==> src/rtl/isa_dma_fifo_target_if.sv <==
// Chipset-side signal bundle of the I/O-channel DMA FIFO target.
// The master modport is the chipset (CPU/DMA controller); the slave modport is the card.
interface isa_dma_fifo_target_if;
    logic [19:0] address;
    logic        address_enable_n;
    logic        io_read_n;
    logic        io_write_n;
    logic [7:0]  data_bus_in;
    logic [7:0]  data_bus_out;
    logic        data_bus_out_en;
    logic        io_channel_ready;
    logic        dma_request;
    logic        dma_acknowledge_n;
    logic        terminal_count_n;
    logic        interrupt_request;
    logic [1:0]  dma_state_dbg;

    modport master (
        output address, address_enable_n, io_read_n, io_write_n, data_bus_in,
               dma_acknowledge_n, terminal_count_n,
        input  data_bus_out, data_bus_out_en, io_channel_ready, dma_request,
               interrupt_request, dma_state_dbg
    );

    modport slave (
        input  address, address_enable_n, io_read_n, io_write_n, data_bus_in,
               dma_acknowledge_n, terminal_count_n,
        output data_bus_out, data_bus_out_en, io_channel_ready, dma_request,
               interrupt_request, dma_state_dbg
    );
endinterface

==> src/rtl/isa_dma_fifo_target.sv <==
// 8-bit I/O-channel target: buffers producer bytes in a FIFO and drains them through
// CPU port reads or single-mode DREQ/DACK transfers, with wait states and a TC interrupt.
module isa_dma_fifo_target #(
    parameter logic [9:0] BASE_ADDR   = 10'h300,
    parameter int         FIFO_DEPTH  = 16,
    parameter int         WAIT_STATES = 2
) (
    input  logic                 clock,
    input  logic                 reset,
    isa_dma_fifo_target_if.slave bus,
    input  logic [7:0]           rx_data,
    input  logic                 rx_valid,
    output logic                 rx_ready
);
    localparam int AW = $clog2(FIFO_DEPTH);
    localparam int CW = AW + 1;

    typedef enum logic [1:0] {IDLE = 2'd0, REQ = 2'd1, ACK = 2'd2} dma_state_e;

    dma_state_e    state_q;
    logic [7:0]    mem_q [FIFO_DEPTH];
    logic [AW-1:0] wr_ptr_q, wr_ptr_d, rd_ptr_q, rd_ptr_d;
    logic [CW-1:0] count_q, count_d;
    logic          dma_en_q, irq_en_q, tc_seen_q, irq_pending_q, tc_latch_q;
    logic [4:0]    thresh_q;
    logic          io_read_n_q, io_write_n_q;
    logic          wr_pend_q;
    logic [1:0]    wr_reg_q;
    logic [7:0]    wr_data_q;
    logic [7:0]    ws_cnt_q;
    logic          dreq_q, irq_q;

    logic       cpu_sel, dma_act, rd_rise, rd_fall, wr_rise, wr_fall;
    logic       empty, full, push, pop, flush, clr, tc_now, thr_met;
    logic [4:0] thr_eff;
    logic [7:0] head, cpu_rdata;
    logic       unused_bits;

    assign cpu_sel = !bus.address_enable_n && (bus.address[9:2] == BASE_ADDR[9:2]);
    assign dma_act = (state_q == ACK) && !bus.dma_acknowledge_n;
    assign rd_rise = !io_read_n_q && bus.io_read_n;
    assign rd_fall = io_read_n_q && !bus.io_read_n;
    assign wr_rise = !io_write_n_q && bus.io_write_n;
    assign wr_fall = io_write_n_q && !bus.io_write_n;

    // Producer handshake: a byte moves on every clock where rx_valid and rx_ready are both
    // high; rx_data must hold steady while rx_valid waits on a low rx_ready.
    assign empty    = (count_q == '0);
    assign full     = (count_q == CW'(FIFO_DEPTH));
    assign rx_ready = !full;
    assign push     = rx_valid && !full;
    assign pop      = rd_rise && !empty && (dma_act || (cpu_sel && bus.address[1:0] == 2'd0));

    assign flush   = wr_pend_q && (wr_reg_q == 2'd2) && wr_data_q[2];
    assign clr     = wr_pend_q && (wr_reg_q == 2'd2) && wr_data_q[3];
    assign tc_now  = rd_rise && dma_act && (tc_latch_q || !bus.terminal_count_n);
    assign thr_eff = (thresh_q == '0) ? 5'd1 : thresh_q;
    assign thr_met = 32'(count_q) >= 32'(thr_eff);
    assign head    = empty ? 8'hFF : mem_q[rd_ptr_q];

    always_comb begin
        cpu_rdata = 8'h00;
        case (bus.address[1:0])
            2'd0:    cpu_rdata = head;
            2'd1:    cpu_rdata = {irq_pending_q, tc_seen_q, full, 5'(count_q)};
            2'd2:    cpu_rdata = {6'b0, irq_en_q, dma_en_q};
            default: cpu_rdata = {3'b0, thresh_q};
        endcase
    end

    // During an acknowledged DMA cycle the card owns the bus regardless of AEN and address.
    assign bus.data_bus_out_en   = !bus.io_read_n && (dma_act || cpu_sel);
    assign bus.data_bus_out      = !bus.data_bus_out_en ? 8'h00 : (dma_act ? head : cpu_rdata);
    assign bus.io_channel_ready  = (ws_cnt_q == '0);
    assign bus.dma_request       = dreq_q;
    assign bus.interrupt_request = irq_q;
    assign bus.dma_state_dbg     = state_q;

    assign unused_bits = ^{bus.address[19:10], wr_data_q[7:5]};

    always_comb begin
        wr_ptr_d = wr_ptr_q;
        rd_ptr_d = rd_ptr_q;
        count_d  = count_q;
        if (flush) begin
            wr_ptr_d = '0;
            rd_ptr_d = '0;
            count_d  = '0;
        end else begin
            if (push) wr_ptr_d = wr_ptr_q + AW'(1);
            if (pop)  rd_ptr_d = rd_ptr_q + AW'(1);
            if (push && !pop)      count_d = count_q + CW'(1);
            else if (pop && !push) count_d = count_q - CW'(1);
        end
    end

    always_ff @(posedge clock) begin
        if (push && !flush) mem_q[wr_ptr_q] <= rx_data;
    end

    always_ff @(posedge clock or posedge reset) begin
        if (reset) begin
            state_q       <= IDLE;
            wr_ptr_q      <= '0;
            rd_ptr_q      <= '0;
            count_q       <= '0;
            dma_en_q      <= 1'b0;
            irq_en_q      <= 1'b0;
            tc_seen_q     <= 1'b0;
            irq_pending_q <= 1'b0;
            tc_latch_q    <= 1'b0;
            thresh_q      <= '0;
            io_read_n_q   <= 1'b1;
            io_write_n_q  <= 1'b1;
            wr_pend_q     <= 1'b0;
            wr_reg_q      <= '0;
            wr_data_q     <= '0;
            ws_cnt_q      <= '0;
            dreq_q        <= 1'b0;
            irq_q         <= 1'b0;
        end else begin
            io_read_n_q  <= bus.io_read_n;
            io_write_n_q <= bus.io_write_n;
            wr_ptr_q     <= wr_ptr_d;
            rd_ptr_q     <= rd_ptr_d;
            count_q      <= count_d;

            if ((rd_fall || wr_fall) && (cpu_sel || !bus.dma_acknowledge_n))
                ws_cnt_q <= 8'(WAIT_STATES);
            else if (ws_cnt_q != '0)
                ws_cnt_q <= ws_cnt_q - 8'd1;

            // Write data is latched on the strobe's trailing edge and applied one clock later.
            wr_pend_q <= wr_rise && cpu_sel;
            if (wr_rise && cpu_sel) begin
                wr_reg_q  <= bus.address[1:0];
                wr_data_q <= bus.data_bus_in;
            end
            if (wr_pend_q && wr_reg_q == 2'd2) begin
                dma_en_q <= wr_data_q[0];
                irq_en_q <= wr_data_q[1];
            end
            if (wr_pend_q && wr_reg_q == 2'd3) thresh_q <= wr_data_q[4:0];
            if (clr) begin
                tc_seen_q     <= 1'b0;
                irq_pending_q <= 1'b0;
            end
            if (tc_now) begin
                tc_seen_q     <= 1'b1;
                irq_pending_q <= 1'b1;
                dma_en_q      <= 1'b0;
            end
            irq_q <= irq_pending_q && irq_en_q;

            case (state_q)
                IDLE: begin
                    if (dma_en_q && thr_met) begin
                        state_q <= REQ;
                        dreq_q  <= 1'b1;
                    end
                end
                REQ: begin
                    if (!dma_en_q) begin
                        state_q <= IDLE;
                        dreq_q  <= 1'b0;
                    end else if (!bus.dma_acknowledge_n) begin
                        state_q <= ACK;
                        dreq_q  <= 1'b0;
                    end
                end
                ACK: begin
                    if (!bus.dma_acknowledge_n && !bus.terminal_count_n) tc_latch_q <= 1'b1;
                    if (bus.dma_acknowledge_n) begin
                        state_q    <= IDLE;
                        tc_latch_q <= 1'b0;
                    end
                end
                default: begin
                    state_q <= IDLE;
                    dreq_q  <= 1'b0;
                end
            endcase
        end
    end
endmodule

==> src/flat_wrapper.sv <==
// flat-port wrapper written by rule: the top's interface ports become plain ports
module isa_dma_fifo_target_flat 
#(
    parameter logic [9:0] BASE_ADDR   = 10'h300,
    parameter int         FIFO_DEPTH  = 16,
    parameter int         WAIT_STATES = 2
)
  (clock, reset, rx_data, rx_valid, rx_ready, bus_address, bus_address_enable_n, bus_io_read_n, bus_io_write_n, bus_data_bus_in, bus_dma_acknowledge_n, bus_terminal_count_n, bus_data_bus_out, bus_data_bus_out_en, bus_io_channel_ready, bus_dma_request, bus_interrupt_request, bus_dma_state_dbg);
  isa_dma_fifo_target_if bus_i ();
  input  logic clock;
  input  logic reset;
  input  logic [7:0] rx_data;
  input  logic rx_valid;
  output logic rx_ready;
  input wire logic [$bits(bus_i.address)-1:0] bus_address;
  input wire logic [$bits(bus_i.address_enable_n)-1:0] bus_address_enable_n;
  input wire logic [$bits(bus_i.io_read_n)-1:0] bus_io_read_n;
  input wire logic [$bits(bus_i.io_write_n)-1:0] bus_io_write_n;
  input wire logic [$bits(bus_i.data_bus_in)-1:0] bus_data_bus_in;
  input wire logic [$bits(bus_i.dma_acknowledge_n)-1:0] bus_dma_acknowledge_n;
  input wire logic [$bits(bus_i.terminal_count_n)-1:0] bus_terminal_count_n;
  output wire logic [$bits(bus_i.data_bus_out)-1:0] bus_data_bus_out;
  output wire logic [$bits(bus_i.data_bus_out_en)-1:0] bus_data_bus_out_en;
  output wire logic [$bits(bus_i.io_channel_ready)-1:0] bus_io_channel_ready;
  output wire logic [$bits(bus_i.dma_request)-1:0] bus_dma_request;
  output wire logic [$bits(bus_i.interrupt_request)-1:0] bus_interrupt_request;
  output wire logic [$bits(bus_i.dma_state_dbg)-1:0] bus_dma_state_dbg;
  assign bus_i.address = bus_address;
  assign bus_i.address_enable_n = bus_address_enable_n;
  assign bus_i.io_read_n = bus_io_read_n;
  assign bus_i.io_write_n = bus_io_write_n;
  assign bus_i.data_bus_in = bus_data_bus_in;
  assign bus_i.dma_acknowledge_n = bus_dma_acknowledge_n;
  assign bus_i.terminal_count_n = bus_terminal_count_n;
  assign bus_data_bus_out = bus_i.data_bus_out;
  assign bus_data_bus_out_en = bus_i.data_bus_out_en;
  assign bus_io_channel_ready = bus_i.io_channel_ready;
  assign bus_dma_request = bus_i.dma_request;
  assign bus_interrupt_request = bus_i.interrupt_request;
  assign bus_dma_state_dbg = bus_i.dma_state_dbg;
  isa_dma_fifo_target #(.BASE_ADDR(BASE_ADDR), .FIFO_DEPTH(FIFO_DEPTH), .WAIT_STATES(WAIT_STATES)) u_core (.clock(clock), .reset(reset), .bus(bus_i), .rx_data(rx_data), .rx_valid(rx_valid), .rx_ready(rx_ready));
endmodule
==> config.mk <==
export PLATFORM = sky130hd
export DESIGN_NAME = isa_dma_fifo_target_flat
export DESIGN_NICKNAME = d
export VERILOG_FILES = /design/src/rtl/isa_dma_fifo_target_if.sv /design/src/rtl/isa_dma_fifo_target.sv /design/src/flat_wrapper.sv
export SDC_FILE = /design/constraint.sdc
export NUM_CORES = 1
export LEC_CHECK = 0
export ABC_CLOCK_PERIOD_IN_PS = 5600
export CAP_MARGIN = 10
export CORE_ASPECT_RATIO = 1.25
export CORE_UTILIZATION = 25
export DETAILED_ROUTE_END_ITERATION = 12
export GPL_TIMING_DRIVEN = 0
export PLACE_DENSITY = 0.4
export SYNTH_ARGS = -nofsm -noshare
export SYNTH_HDL_FRONTEND = slang
export SYNTH_SLANG_ARGS = --single-unit
==> constraint.sdc <==
create_clock -name clock -period 5.6 [get_ports clock]
set_clock_uncertainty 0.05 [all_clocks]
set_input_delay 0.84 -clock clock [delete_from_list [all_inputs] [get_ports clock]]
set_output_delay 0.84 -clock clock [all_outputs]
set_load 0.02 [all_outputs]
==> flow_summary.json <==
{
  "status": "finished, final reports clean",
  "ys_seq_elements": 172,
  "clock_tree.root_cell": "clkbuf_16",
  "worstSetupStartpointType": "input pin",
  "path_class": "in2out",
  "multi_input_comb_area_mm2": 0.00245,
  "tightest_slew_ns": 0.945,
  "clk_pin_slew_ns": 0.07,
  "synth-edff-count": 128,
  "setup_slack_ns": 1.16,
  "hp-class": "reg2reg",
  "timing.final.crit_share_pct": 79.3,
  "synth_area_mm2": 0.00755,
  "whs_endpoint": "u_core.bus.dma_request",
  "wl_mm": 19.1,
  "place_congestion": 0.763,
  "drt_iter0_markers": 226,
  "max_freq_mhz": 225,
  "antenna_found_initial": 0,
  "r2r_setup_slack_ns": 2.24,
  "cp.required_ns": 4.71,
  "insertion_delay_ns": 0.42,
  "slew_viol_final": 0,
  "num_rows": 70,
  "antenna_cells": 0,
  "die_w_um": 157,
  "initial_utilization_pct": 25.6,
  "finalSetupViolCount": 0,
  "reg2reg_to": "u_core.count_q[4]",
  "preCtsSetupSlack_ns": 1.20,
  "cts_resized": 0,
  "hold_viol_final": 0,
  "cts_tree": "done",
  "cp.arrival_ns": 3.55,
  "synth_cells": 502,
  "cts_hold_buf": 0,
  "grt_pass1_wl_mm": 28.5,
  "num-fill-cells": 2960,
  "grt_use_total_pct": 13.0,
  "fin_nets": 629,
  "total_power_mw": 3.70,
  "rsz0062_at_grt": "no",
  "synth.avg_cell_area_um2": 15.0,
  "numCtsBuffers": 17,
  "ff_latch_area_mm2": 0.00495,
  "setup_tns_ns": 0,
  "p_leak_nw": 3.36,
  "crit_top_cell": "clkdlybuf4s50_1",
  "reg2regPathDepth": 13,
  "stdcell_count": 976,
  "cp_slowest_cell": "clkdlybuf4s50_1",
  "clkSinkCount": 172,
  "syn-num-nets": 564,
  "io_pins": 59,
  "area_growth_syn_to_layout_pct": 20.6,
  "grt_pass1_vias": 4537,
  "cpPeakStageDelay_ns": 0.67,
  "period_needed_ns": 4.44,
  "drc": 0,
  "holdPathStages": 2,
  "wire_per_inst_um": 19.6,
  "h-tree-depth": 4,
  "drv_cap": 0,
  "core_mm2": 0.0295,
  "path_cells": "clkdlybuf4s50_1 -> or3b_1 -> buf_2 -> a21o_1 -> inv_1 -> o21ai_0 -> a31oi_1 -> clkdlybuf4s50_1",
  "slew_headroom_pct": 37.0,
  "synth_flop_cell": "edfxtp_1",
  "vias": 4366,
  "ant_nets": 0,
  "fin_util_pct": 30.9,
  "hpwl_mm": 13.5,
  "critPathCaptureType": "output pin",
  "synth_seq_area_share_pct": 65.5,
  "vias_per_cell": 4.47,
  "ir_drop_mv": 0.158,
  "dieArea_mm2": 0.0309,
  "dpl.cell_count": 944,
  "async_flop_share_pct": 25.6,
  "ys_types": 52,
  "worstReg2RegStart": "u_core.bus.dma_state_dbg[0]",
  "cts_setup_buffers": 0,
  "p_per_area_mw_per_mm2": 406,
  "grt_max_degree": 37,
  "firstDrtPassIters": 4,
  "overflow": 0,
  "ys_warn_count": 0,
  "io_buffer_count": 45,
  "worstHoldStart": "u_core.bus.dma_request",
  "crit_path_max_fanout": 7,
  "cp-startpoint": "bus_dma_acknowledge_n",
  "cts_buffer_depth": 2,
  "drive_gt1_share_pct": 14.3,
  "die_y_um": 196
}
-- Yosys cell counts, drive strengths merged, types with 11 or more instances --
| library cell | number | area share [%] |
|---|---|---|
| inv | 21 | 1.0 |
| nand2 | 22 | 1.1 |
| mux2 | 19 | 2.8 |
| and2 | 18 | 1.5 |
| mux4 | 21 | 6.3 |
| nor2 | 32 | 1.6 |
| buf | 11 | 0.73 |
| edfxtp | 128 | 51 |
| dfrtp | 42 | 14 |
| o22ai | 11 | 0.91 |
| ha | 17 | 2.8 |
| a21oi | 19 | 1.3 |
| mux2i | 32 | 4.2 |
-- worst max-delay path: cells and delay by family --
family                 cells  cell delay, ns
buffers and inverters      4            1.58
and+or+nand+nor            1            0.41
AOI/OAI and AO/OA          3            0.71
-- cell families (layout without fill, tap and decap cells) --
family | Yosys count | count (layout) | share of synthesized area [%]
AO/OA/AOI/OAI | 69 | 69 | 6.15
adder cells (fa/ha/maj) | 18 | 18 | 3.08
buffers and inverters | 39 | 117 | 2.12
flip-flops | 172 | 172 | 65.5
AND/OR/NAND/NOR | 123 | 123 | 8.78
XOR/XNOR | 9 | 9 | 1.04
multiplexers | 72 | 72 | 13.3
-- registers in the layout, indices dropped and copies added (netlist names), 2 cells and up --
name and cells:
u_core.wr_ptr_q 4, u_core.count_q 5, u_core.wr_data_q 5, u_core.rd_ptr_q 4, u_core.ws_cnt_q 8, u_core.bus.dma_state_dbg 2, u_core.wr_reg_q 2, u_core.mem_q 128
u_core.thresh_q 5
-- worst max-delay path by stage --
stage          slack (ns)                   to  cells past startpoint
2_1_floorplan        2.13    u_core.count_q[4]                     12
3_3_place_gp         1.20  bus_data_bus_out[6]                      8
3_5_place_dp         1.20  bus_data_bus_out[6]                      8
4_1_cts              1.18  bus_data_bus_out[6]                      8
5_1_grt              1.07  bus_data_bus_out[7]                      8
6_report             1.16  bus_data_bus_out[6]                      8
-- area by class of cell --
type                       count  area share [%]
timing repair buffer          46            5.17
multi-input combinational    291            26.9
inverter                      21           0.866
clock inverter                13            1.69
tap                          396            5.44
sequential                   172            54.3
buffer                        18           0.893
clock buffer                  19            4.75
-- placed cells by master (no fill, tap or decap), types with 3 or more instances in the layout --
cell,count
dfrtp_1,42
clkbuf_1,9
o22ai_1,11
mux2_1,7
buf_2,8
a31oi_1,7
mux2i_1,32
o21ai_0,7
and2_1,18
nor4_1,3
xor2_1,3
a22oi_1,5
clkinvlp_4,3
nor2_1,32
nand2_1,22
inv_1,20
a21oi_1,19
nor2b_1,4
edfxtp_1,128
inv_6,5
mux2_2,12
ha_1,17
mux4_2,21
clkdlybuf4s50_1,45
a21o_1,4
xnor2_1,6
a211oi_1,7
nand2b_1,5
clkbuf_16,17
nand3_1,10
and3b_1,3
nor3_1,9
-- metrics by stage --
step | cell area [um2] | hold WS (ns)
floorplan | 7550 | 0.410
global placement | 8500 | 0.427
detailed placement | 8520 | 0.428
CTS | 9110 | 0.444
global route | 9110 | 0.479
finish | 9110 | 0.435
-- routing by layer --
metal | global-route usage, % | wire length (um) | up-vias
met1 | 16.4 | 8520 | 2226
met5 | 0 | 0 | -
met4 | 4.53 | 289 | 0
met2 | 22.1 | 9750 | 78
met3 | 2.57 | 563 | 13
li1 | - | - | 2049
-- where the power goes --
part           internal [mW]  leakage, nW  switching [mW]
logic                  0.362         1.37           0.466
clock network          0.670        0.275           0.527
registers               1.55         1.71           0.125
(Power assumes the default switching activity.)
